===== config.mk =====
export PLATFORM = sky130hd
export DESIGN_NAME = uart_tx_fifo
export DESIGN_NICKNAME = d
export VERILOG_FILES = /design/src/rtl/uart_pkg.sv /design/src/rtl/uart_sync_fifo.sv /design/src/rtl/uart_tx_fifo.sv
export SDC_FILE = /design/constraint.sdc
export NUM_CORES = 1
export LEC_CHECK = 0
export ABC_AREA = 1
export BUFFER_PORTS_ARGS = -buffer_cell sky130_fd_sc_hd__clkbuf_2
export CAP_MARGIN = 25
export CORE_AREA = 5 5 115 117
export DETAILED_ROUTE_END_ITERATION = 8
export DIE_AREA = 0 0 120 122
export PLACE_DENSITY_LB_ADDON = 0.05
export SYNTH_ARGS = -nofsm -noshare
export SYNTH_HDL_FRONTEND = slang
export SYNTH_SLANG_ARGS = --single-unit

===== constraint.sdc =====
create_clock -name clk -period 2.3 [get_ports clk]
set_input_delay 0.23 -clock clk [delete_from_list [all_inputs] [get_ports clk]]
set_output_delay 0.23 -clock clk [all_outputs]
set_load 0.005 [all_outputs]

===== src/rtl/uart_pkg.sv =====
// Shared types and defaults for the UART transmit FIFO slice.
package uart_pkg;

   localparam int unsigned FIFO_DEPTH  = 16;
   localparam int unsigned FIFO_ADDR_W = $clog2(FIFO_DEPTH);

   typedef enum logic [1:0] {
      IDLE      = 2'd0,
      LAUNCH    = 2'd1,
      WAIT_DONE = 2'd2
   } tx_state_e;

endpackage


===== src/rtl/uart_sync_fifo.sv =====
// Byte FIFO with registered occupancy flags and sticky overflow.
module uart_sync_fifo #(
   parameter int unsigned DEPTH  = 16,
   parameter int unsigned ADDR_W = 4
) (
   input  logic              clk,
   input  logic              rst_n,
   input  logic              wr_en,
   input  logic [7:0]        wr_data,
   input  logic              flush,
   input  logic              pop,
   input  logic              ovf_clr,
   output logic [7:0]        rd_data_c,
   output logic              full,
   output logic              empty,
   output logic [ADDR_W:0]   level,
   output logic              overflow
);

   localparam logic [ADDR_W:0] DEPTH_C = (ADDR_W+1)'(DEPTH);

   logic [7:0]        mem_q [DEPTH];
   logic [ADDR_W-1:0] wr_ptr_q, wr_ptr_d;
   logic [ADDR_W-1:0] rd_ptr_q, rd_ptr_d;
   logic [ADDR_W:0]   count_q, count_d;
   logic              full_q, full_d;
   logic              empty_q, empty_d;
   logic              ovf_q, ovf_d;
   logic              push_c;
   logic              drop_c;

   // A pop in the same cycle frees a slot, so a full FIFO can still accept.
   always_comb begin
      push_c   = wr_en && !flush && (!full_q || pop);
      drop_c   = wr_en && !flush && full_q && !pop;
      wr_ptr_d = wr_ptr_q;
      rd_ptr_d = rd_ptr_q;
      count_d  = count_q;
      ovf_d    = ovf_q;
      if (ovf_clr) ovf_d = 1'b0;
      if (drop_c)  ovf_d = 1'b1;
      if (flush) begin
         wr_ptr_d = '0;
         rd_ptr_d = '0;
         count_d  = '0;
      end else begin
         if (push_c) wr_ptr_d = ADDR_W'(wr_ptr_q + 1'b1);
         if (pop)    rd_ptr_d = ADDR_W'(rd_ptr_q + 1'b1);
         case ({push_c, pop})
            2'b10:   count_d = (ADDR_W+1)'(count_q + 1'b1);
            2'b01:   count_d = (ADDR_W+1)'(count_q - 1'b1);
            default: count_d = count_q;
         endcase
      end
      full_d  = (count_d == DEPTH_C);
      empty_d = (count_d == '0);
   end

   always_ff @(posedge clk or negedge rst_n) begin
      if (!rst_n) begin
         wr_ptr_q <= '0;
         rd_ptr_q <= '0;
         count_q  <= '0;
         full_q   <= 1'b0;
         empty_q  <= 1'b1;
         ovf_q    <= 1'b0;
      end else begin
         wr_ptr_q <= wr_ptr_d;
         rd_ptr_q <= rd_ptr_d;
         count_q  <= count_d;
         full_q   <= full_d;
         empty_q  <= empty_d;
         ovf_q    <= ovf_d;
      end
   end

   always_ff @(posedge clk) begin
      if (push_c) mem_q[wr_ptr_q] <= wr_data;
   end

   assign rd_data_c = mem_q[rd_ptr_q];
   assign full      = full_q;
   assign empty     = empty_q;
   assign level     = count_q;
   assign overflow  = ovf_q;

endmodule


===== src/rtl/uart_tx_fifo.sv =====
// Transmit FIFO plus launch FSM feeding the UART serialiser.
// Optional UART_TX_FIFO_THRESH_IRQ_EN adds a level-threshold interrupt.
module uart_tx_fifo
   import uart_pkg::*;
#(
   parameter int unsigned DEPTH  = FIFO_DEPTH,
   parameter int unsigned ADDR_W = FIFO_ADDR_W
) (
   input  logic            clk,
   input  logic            rst_n,
   input  logic            wr_en,
   input  logic [7:0]      wr_data,
   input  logic            flush,
   input  logic            tx_en,
   input  logic            ovf_clr,
   output logic            full,
   output logic            empty,
   output logic [ADDR_W:0] level,
   output logic            overflow,
   output logic            tx_start,
   output logic [7:0]      tx_data,
   input  logic            tx_busy
`ifdef UART_TX_FIFO_THRESH_IRQ_EN
   ,
   input  logic [ADDR_W:0] thresh,
   output logic            irq_thresh
`endif
);

   tx_state_e  state_q, state_d;
   logic       tx_start_q, tx_start_d;
   logic [7:0] tx_data_q, tx_data_d;
   logic       pop_c;
   logic [7:0] rd_data_c;
   logic       empty_w;

   uart_sync_fifo #(
      .DEPTH  (DEPTH),
      .ADDR_W (ADDR_W)
   ) u_fifo (
      .clk       (clk),
      .rst_n     (rst_n),
      .wr_en     (wr_en),
      .wr_data   (wr_data),
      .flush     (flush),
      .pop       (pop_c),
      .ovf_clr   (ovf_clr),
      .rd_data_c (rd_data_c),
      .full      (full),
      .empty     (empty_w),
      .level     (level),
      .overflow  (overflow)
   );

   // Launch FSM: pop and capture the head byte only on IDLE->LAUNCH.
   always_comb begin
      state_d    = state_q;
      tx_start_d = 1'b0;
      tx_data_d  = tx_data_q;
      pop_c      = 1'b0;
      case (state_q)
         IDLE: begin
            if (!empty_w && tx_en && !tx_busy) begin
               state_d    = LAUNCH;
               tx_start_d = 1'b1;
               tx_data_d  = rd_data_c;
               pop_c      = 1'b1;
            end
         end
         LAUNCH:    state_d = WAIT_DONE;
         WAIT_DONE: if (!tx_busy) state_d = IDLE;
         default:   state_d = IDLE;
      endcase
   end

   always_ff @(posedge clk or negedge rst_n) begin
      if (!rst_n) begin
         state_q    <= IDLE;
         tx_start_q <= 1'b0;
         tx_data_q  <= 8'h00;
      end else begin
         state_q    <= state_d;
         tx_start_q <= tx_start_d;
         tx_data_q  <= tx_data_d;
      end
   end

   assign empty    = empty_w;
   assign tx_start = tx_start_q;
   assign tx_data  = tx_data_q;

`ifdef UART_TX_FIFO_THRESH_IRQ_EN
   logic irq_q, irq_d;

   // Suppressed while a flush is being applied so a stale level cannot fire.
   always_comb begin
      irq_d = (level <= thresh) && !flush;
   end

   always_ff @(posedge clk or negedge rst_n) begin
      if (!rst_n) irq_q <= 1'b0;
      else        irq_q <= irq_d;
   end

   assign irq_thresh = irq_q;
`endif

endmodule


== Yosys cells after proc, flatten, opt, wreduce, memory -nomap -nowiden ==
Memory sizes are Yosys's and may differ from the RTL's. A register that Yosys moved wholly into a read port is not among the register bits.
Cells that the tools add are included.
Word-level totals
  register bits: 19
  bits in writable memories: 128
  bits of input ports: 15
  output and inout port bits: 17
  logic and storage cells: 55
  memories: 1
Cells by class
  add/sub/neg operators: 4
  equality and inequality tests: 7
  muxes and demuxes: 15
  reductions and logical operators: 20
Memory list
  u_fifo.mem_q: words 16, width 8, rd ports 1, clocked after memory_dff 1, write ports 1, line uart_sync_fifo.sv:22  | logic [7:0] mem_q [DEPTH];
Operators by type and width (number)
  $mux 4: 4
  $pmux 5 s2: 1
  $add 4x1->4 const B: 2
  $logic_and 1x1->1: 6
  $logic_not 1->1: 6
  $mux 1: 6
  $pmux 2 s3: 1
  $reduce_bool 2->1: 3
  $add 5x1->5 const B: 1
  $eq 5x5->1 const B: 1
  $logic_not 5->1: 1
  $mux 5: 1
  $sub 5x1->5 const B: 1
  $eq 2x1->1 const B: 2
  $eq 2x2->1 const B: 2
  $mux 2: 2
  $ne 2x2->1 const B: 2
  $reduce_and 2->1: 2
  $logic_not 2->1: 1
  $logic_or 1x1->1: 1

== Depth between registers and ports, before layout ==
  depth after elaboration: 11
  mapped depth: 19
  depth with buffers taken out: 19

== Hierarchy ==
A second synthesis with hierarchy kept.
Second synthesis, totals
  cells, all modules: 526
  area total of the unflattened synthesis: 6454.9 um2
By module, submodules not included
  uart_sync_fifo: times used 1, cells an instance 481, area each 5988.2 um2, sequential area each 4245.3 um2
  uart_tx_fifo: times used 1, cells an instance 45, area each 466.7 um2, sequential area each 275.3 um2

== Worst setup path after synthesis ==
OpenSTA, ideal clock, no wires.
  path kind: register to register
  start: register u_fifo.empty_q (netlist: u_fifo.empty)
  end: register u_fifo.empty_q (netlist: u_fifo.empty)
  library setup time: 67 ps
  data arrival time: 2181 ps
  required time: 2233 ps
  path slack: 52 ps
  stages on the path, launching flop included: 15
  cells stage by stage: dfstp_2 > nor2_1 > nand3_1 > inv_1 > buf_2 > ha_1 > nand2_1 > inv_1 > nor2_1 > ha_1 > o21ai_0 > o21ai_0 > a21oi_1 > nand2_1 > nor2_1
Between the ends
  longest elaborated chain between the ends: 11
  elaborated cells on any way between the ends: 12
  classes of those cells: 2 x eq/ne; 4 x mux; 6 x reduce/logical
RTL lines
  from (decl): line uart_sync_fifo.sv:27  | logic empty_q, empty_d;
  from (signal assigned): line uart_sync_fifo.sv:72  | empty_q <= empty_d;
  $logic_not 1->1 *: line uart_tx_fifo.sv:63  | if (!empty_w && tx_en && !tx_busy) begin
  $logic_and 1x1->1 * (2 in series): line uart_tx_fifo.sv:63
  $mux 1 *: line uart_tx_fifo.sv:63
  $mux 1 *: line uart_tx_fifo.sv:61  | case (state_q)
  net pop_c: line uart_tx_fifo.sv:33  | logic pop_c;
  $logic_or 1x1->1: line uart_sync_fifo.sv:34  | push_c = wr_en && !flush && (!full_q || pop);
  $logic_and 1x1->1: line uart_sync_fifo.sv:34
  $eq 2x1->1 / $eq 2x2->1 (equally long branches): line uart_sync_fifo.sv:49  | case ({push_c, pop})
  $pmux 5 s2 *: line uart_sync_fifo.sv:49
  $mux 5 *: line uart_sync_fifo.sv:42  | if (flush) begin
  $logic_not 5->1 *: line uart_sync_fifo.sv:56  | empty_d = (count_d == '0);
  net u_fifo.empty_d: line uart_sync_fifo.sv:27
The timed path passes the listed nets; every way through them passes the cells marked *.
A chain may end at the register's enable or synchronous reset.

== Worst setup path after layout ==
  start: register state_q[0]
  end: register u_fifo.full_q (netlist: u_fifo.full)
Between the ends
  longest elaborated chain between the ends: 8
  elaborated cells on any way between the ends: 9
  classes of those cells: 3 x eq/ne; 3 x mux; 3 x reduce/logical
RTL lines
  from (decl): line uart_tx_fifo.sv:30  | tx_state_e state_q, state_d;
  from (signal assigned): line uart_tx_fifo.sv:82  | state_q <= state_d;
  $logic_not 2->1 *: line uart_tx_fifo.sv:61
  $mux 1 *: line uart_tx_fifo.sv:61
  $logic_or 1x1->1: line uart_sync_fifo.sv:34
  $logic_and 1x1->1: line uart_sync_fifo.sv:34
  $eq 2x1->1 / $eq 2x2->1 (equally long branches): line uart_sync_fifo.sv:49
  $pmux 5 s2 *: line uart_sync_fifo.sv:49
  $mux 5 *: line uart_sync_fifo.sv:42
  $eq 5x5->1 *: line uart_sync_fifo.sv:55  | full_d = (count_d == DEPTH_C);
  net u_fifo.full_d: line uart_sync_fifo.sv:26  | logic full_q, full_d;
  to (signal assigned): line uart_sync_fifo.sv:71  | full_q <= full_d;
  to (decl): line uart_sync_fifo.sv:26
Marked as above.

==> flow_summary.toml <==
[flow_run]
maxCapViolations = 0

[drt]
dr.pass1.iters = 5
wl_per_cell_um = 18.4
vias = 4302
wl_um = 14300
met2WireLength_um = 7160
drt_iter0_drc = 381
viasPerCell = 5.55
highest-signal-layer = "met4"
drc = 0
ant_nets = 0
wl_met1_um = 6210
wl_met3_um = 766

[yosys]
synth_top_cells_by_count = "edfxtp_1, nor2_1, nand2_1"
synth_most_common_cell = "edfxtp_1"
yosysSeqAreaShare_pct = 69.9
syn-num-nets = 583
yosys.area.top_type_share_pct = 59.4
synthArstFlopShare_pct = 17.4
synth.area.top_cells = "edfxtp_1, dfrtp_1, nor2_1"
avgSynthCellArea_um2 = 11.5
ys_ff_latch = 155
synth_cells = 560
synth_ff_type = "edfxtp_1"
synth_edf_count = 128
syn-cell-area_um2 = 6470
synth_cell_types = 25
ys_warn_count = 0
yosysTopAreaCell = "edfxtp_1"

[worst_setup_path]
reg2reg_depth = 13
rr_endpoint = "u_fifo.full$_DFF_PN0_"
path_cells = "nor2_2, nand3_2, nand2_2, nand2_2, ha_2, nor2_1, nor2_2, ha_1, o21ai_1, o21ai_0, a21oi_1, nand2_1, nor2_1"
path_delay_family = "simple AND/OR/NAND/NOR gates"
cp.required_ns = 2.65
crit_end = "u_fifo.full$_DFF_PN0_"
r2r_start = "state_q[0]$_DFFE_PN0P_"
cp-end-kind = "flip-flop"
critPathSlowestCell = "dfrtp_1"
critPathMaxFanout = 3
critPathKind = "reg -> reg"
crit_buf_inv = 0
r2r_slack_ns = 0.20
cp.arrival_ns = 2.44
crit_start = "state_q[0]$_DFFE_PN0P_"
slowest_delay_ns = 0.38
crit_cells = 13
start_kind = "flip-flop"

[clock_tree]
h-tree-depth = 4
cts_made_buffers = 17
cts_tree = "built"
cts.sinks = 155
clk_latency_ns = 0.42
path_clk_slew_ns = 0.06
cts_buffer_depth = 2
root_buffer = "clkbuf_16"

[global_routing]
overflow = 0
grt_max_degree = 66
grt.total_usage_pct = 20.6
antenna_found_initial = 0
grt_pass1_wl_um = 22500
grt_pass1_vias = 4194

[layout]
fin_cells = 775
layout-drive-gt1-share_pct = 16.2
syn_to_final_growth_pct = 16.1
multiInputGateArea_um2 = 1690
final_nets = 635
fill_cells = 1000
antenna_cells = 0
register_area_um2 = 4520

[place]
port_buffers = 31
post-dp-hpwl_um = 9120
dp.cells = 742
routabilityCongestion = 0.845
pre_cts_ws_ns = 0.0803

[floorplanning]
start_util_pct = 52.7
std_cell_rows = 41
num_io_pins = 32
coreArea_um2 = 12300
die_w_um = 120
dieArea_um2 = 14600
die_h_um = 122

[sta]
fmax_ghz = 0.477
setup_ws_ns = 0.203
min_period_ns = 2.10
drv_slew = 0
hold_viol = 0
fin_skew_ns = 0.00656
setup_viol = 0
max_slew_margin_pct = 51.8
period_share_pct = 91.2
worst_pin_slew_ns = 0.718

[power_and_ir_drop]
vdd.ir_drop.worst_mv = 0.560
p_leak_uw = 0.00287
p_per_area_nw_per_um2 = 922

[status]
status = "finished clean"

[worst_hold_path]
hold_class = "in -> reg"
==> how the worst min path moves through the flow <==
stage / start / to / slack [ns] / depth (start not counted)
finish: ovf_clr / u_fifo.overflow$_DFFE_PN0P_ / 0.04 / 2
detailed placement: rst_n / tx_data[6]$_DFFE_PN0P_ / 0.31 / 1
global placement: rst_n / tx_data[0]$_DFFE_PN0P_ / 0.29 / 1
floorplan: rst_n / state_q[0]$_DFFE_PN0P_ / -0.07 / 0
CTS: ovf_clr / u_fifo.overflow$_DFFE_PN0P_ / 0.02 / 2
global route: ovf_clr / u_fifo.overflow$_DFFE_PN0P_ / 0.02 / 2
==> final cells by class <==
cell class / count / share of cell area (%)
Clock inverter: 14 / 2.35
Sequential cell: 155 / 60.2
Timing Repair Buffer: 61 / 5.43
Tap cell: 150 / 2.50
Inverter: 25 / 1.25
Multi-Input combinational cell: 352 / 22.5
Clock buffer: 18 / 5.72
==> cell usage in the layout, fill, tap and decap left out, drive strengths merged, types with 2 or more instances in the layout <==
master	n
dfrtp	26
o211ai	32
o21ai	76
inv	24
a21oi	9
clkinv	10
clkbuf	49
nor2	126
bufinv	4
nand2	71
buf	29
ha	8
edfxtp	128
xnor2	2
nand3	25
==> stage by stage <==
step           utilization (%)  cell area [µm²]  setup TNS (ns)  total power [µW]  hold slack (ns)
2_1_floorplan                -             6470               0              3820          -0.0656
3_3_place_gp              56.1             6880               0              4110            0.290
3_5_place_dp              56.1             6880               0              4140            0.307
4_1_cts                   61.1             7490               0              6970           0.0231
5_1_grt                   61.2             7510          -0.110              7240           0.0235
6_report                  61.2             7510               0              6930           0.0377
==> what timing repair did <==
action	4_1_cts	5_1_grt
setup buffers	0	0
hold buffers	1	0
resized for setup	0	8
hold endpoints to repair	26	0
setup endpoints to repair	0	3
==> power by group <==
part / total [µW] / switching [µW] / internal, µW
clock: 2840 / 1040 / 1800
sequential: 3270 / 88.4 / 3180
combinational: 819 / 521 / 297
total: 6930 / 1650 / 5280
==> registers in the layout (all words and copies together), names as in the netlist <==
register and flops:
u_fifo.mem_q 128, tx_data 8, u_fifo.level 5, u_fifo.rd_ptr_q 4, u_fifo.wr_ptr_q 4, state_q 2, tx_start 1, u_fifo.empty 1
u_fifo.full 1, u_fifo.overflow 1
==> cells by family (layout without fill, tap and decap cells) <==
kind of cell | Yosys count | after routing | share of synthesized area (%)
AND/OR/NAND/NOR | 223 | 223 | 13.5
XOR/XNOR | 2 | 2 | 0.271
AO/OA/AOI/OAI | 119 | 119 | 10.6
buffers and inverters | 53 | 118 | 4.18
adder cells (fa/ha/maj) | 8 | 8 | 1.55
flip-flops | 155 | 155 | 69.9
==> metal layers <==
metal  track usage (%)  vias up
met5                 0        -
met1              27.9     2103
met2              33.9      113
li1                  -     2074
met4              6.80        0
met3              4.09       12
(Power assumes the default switching activity.)
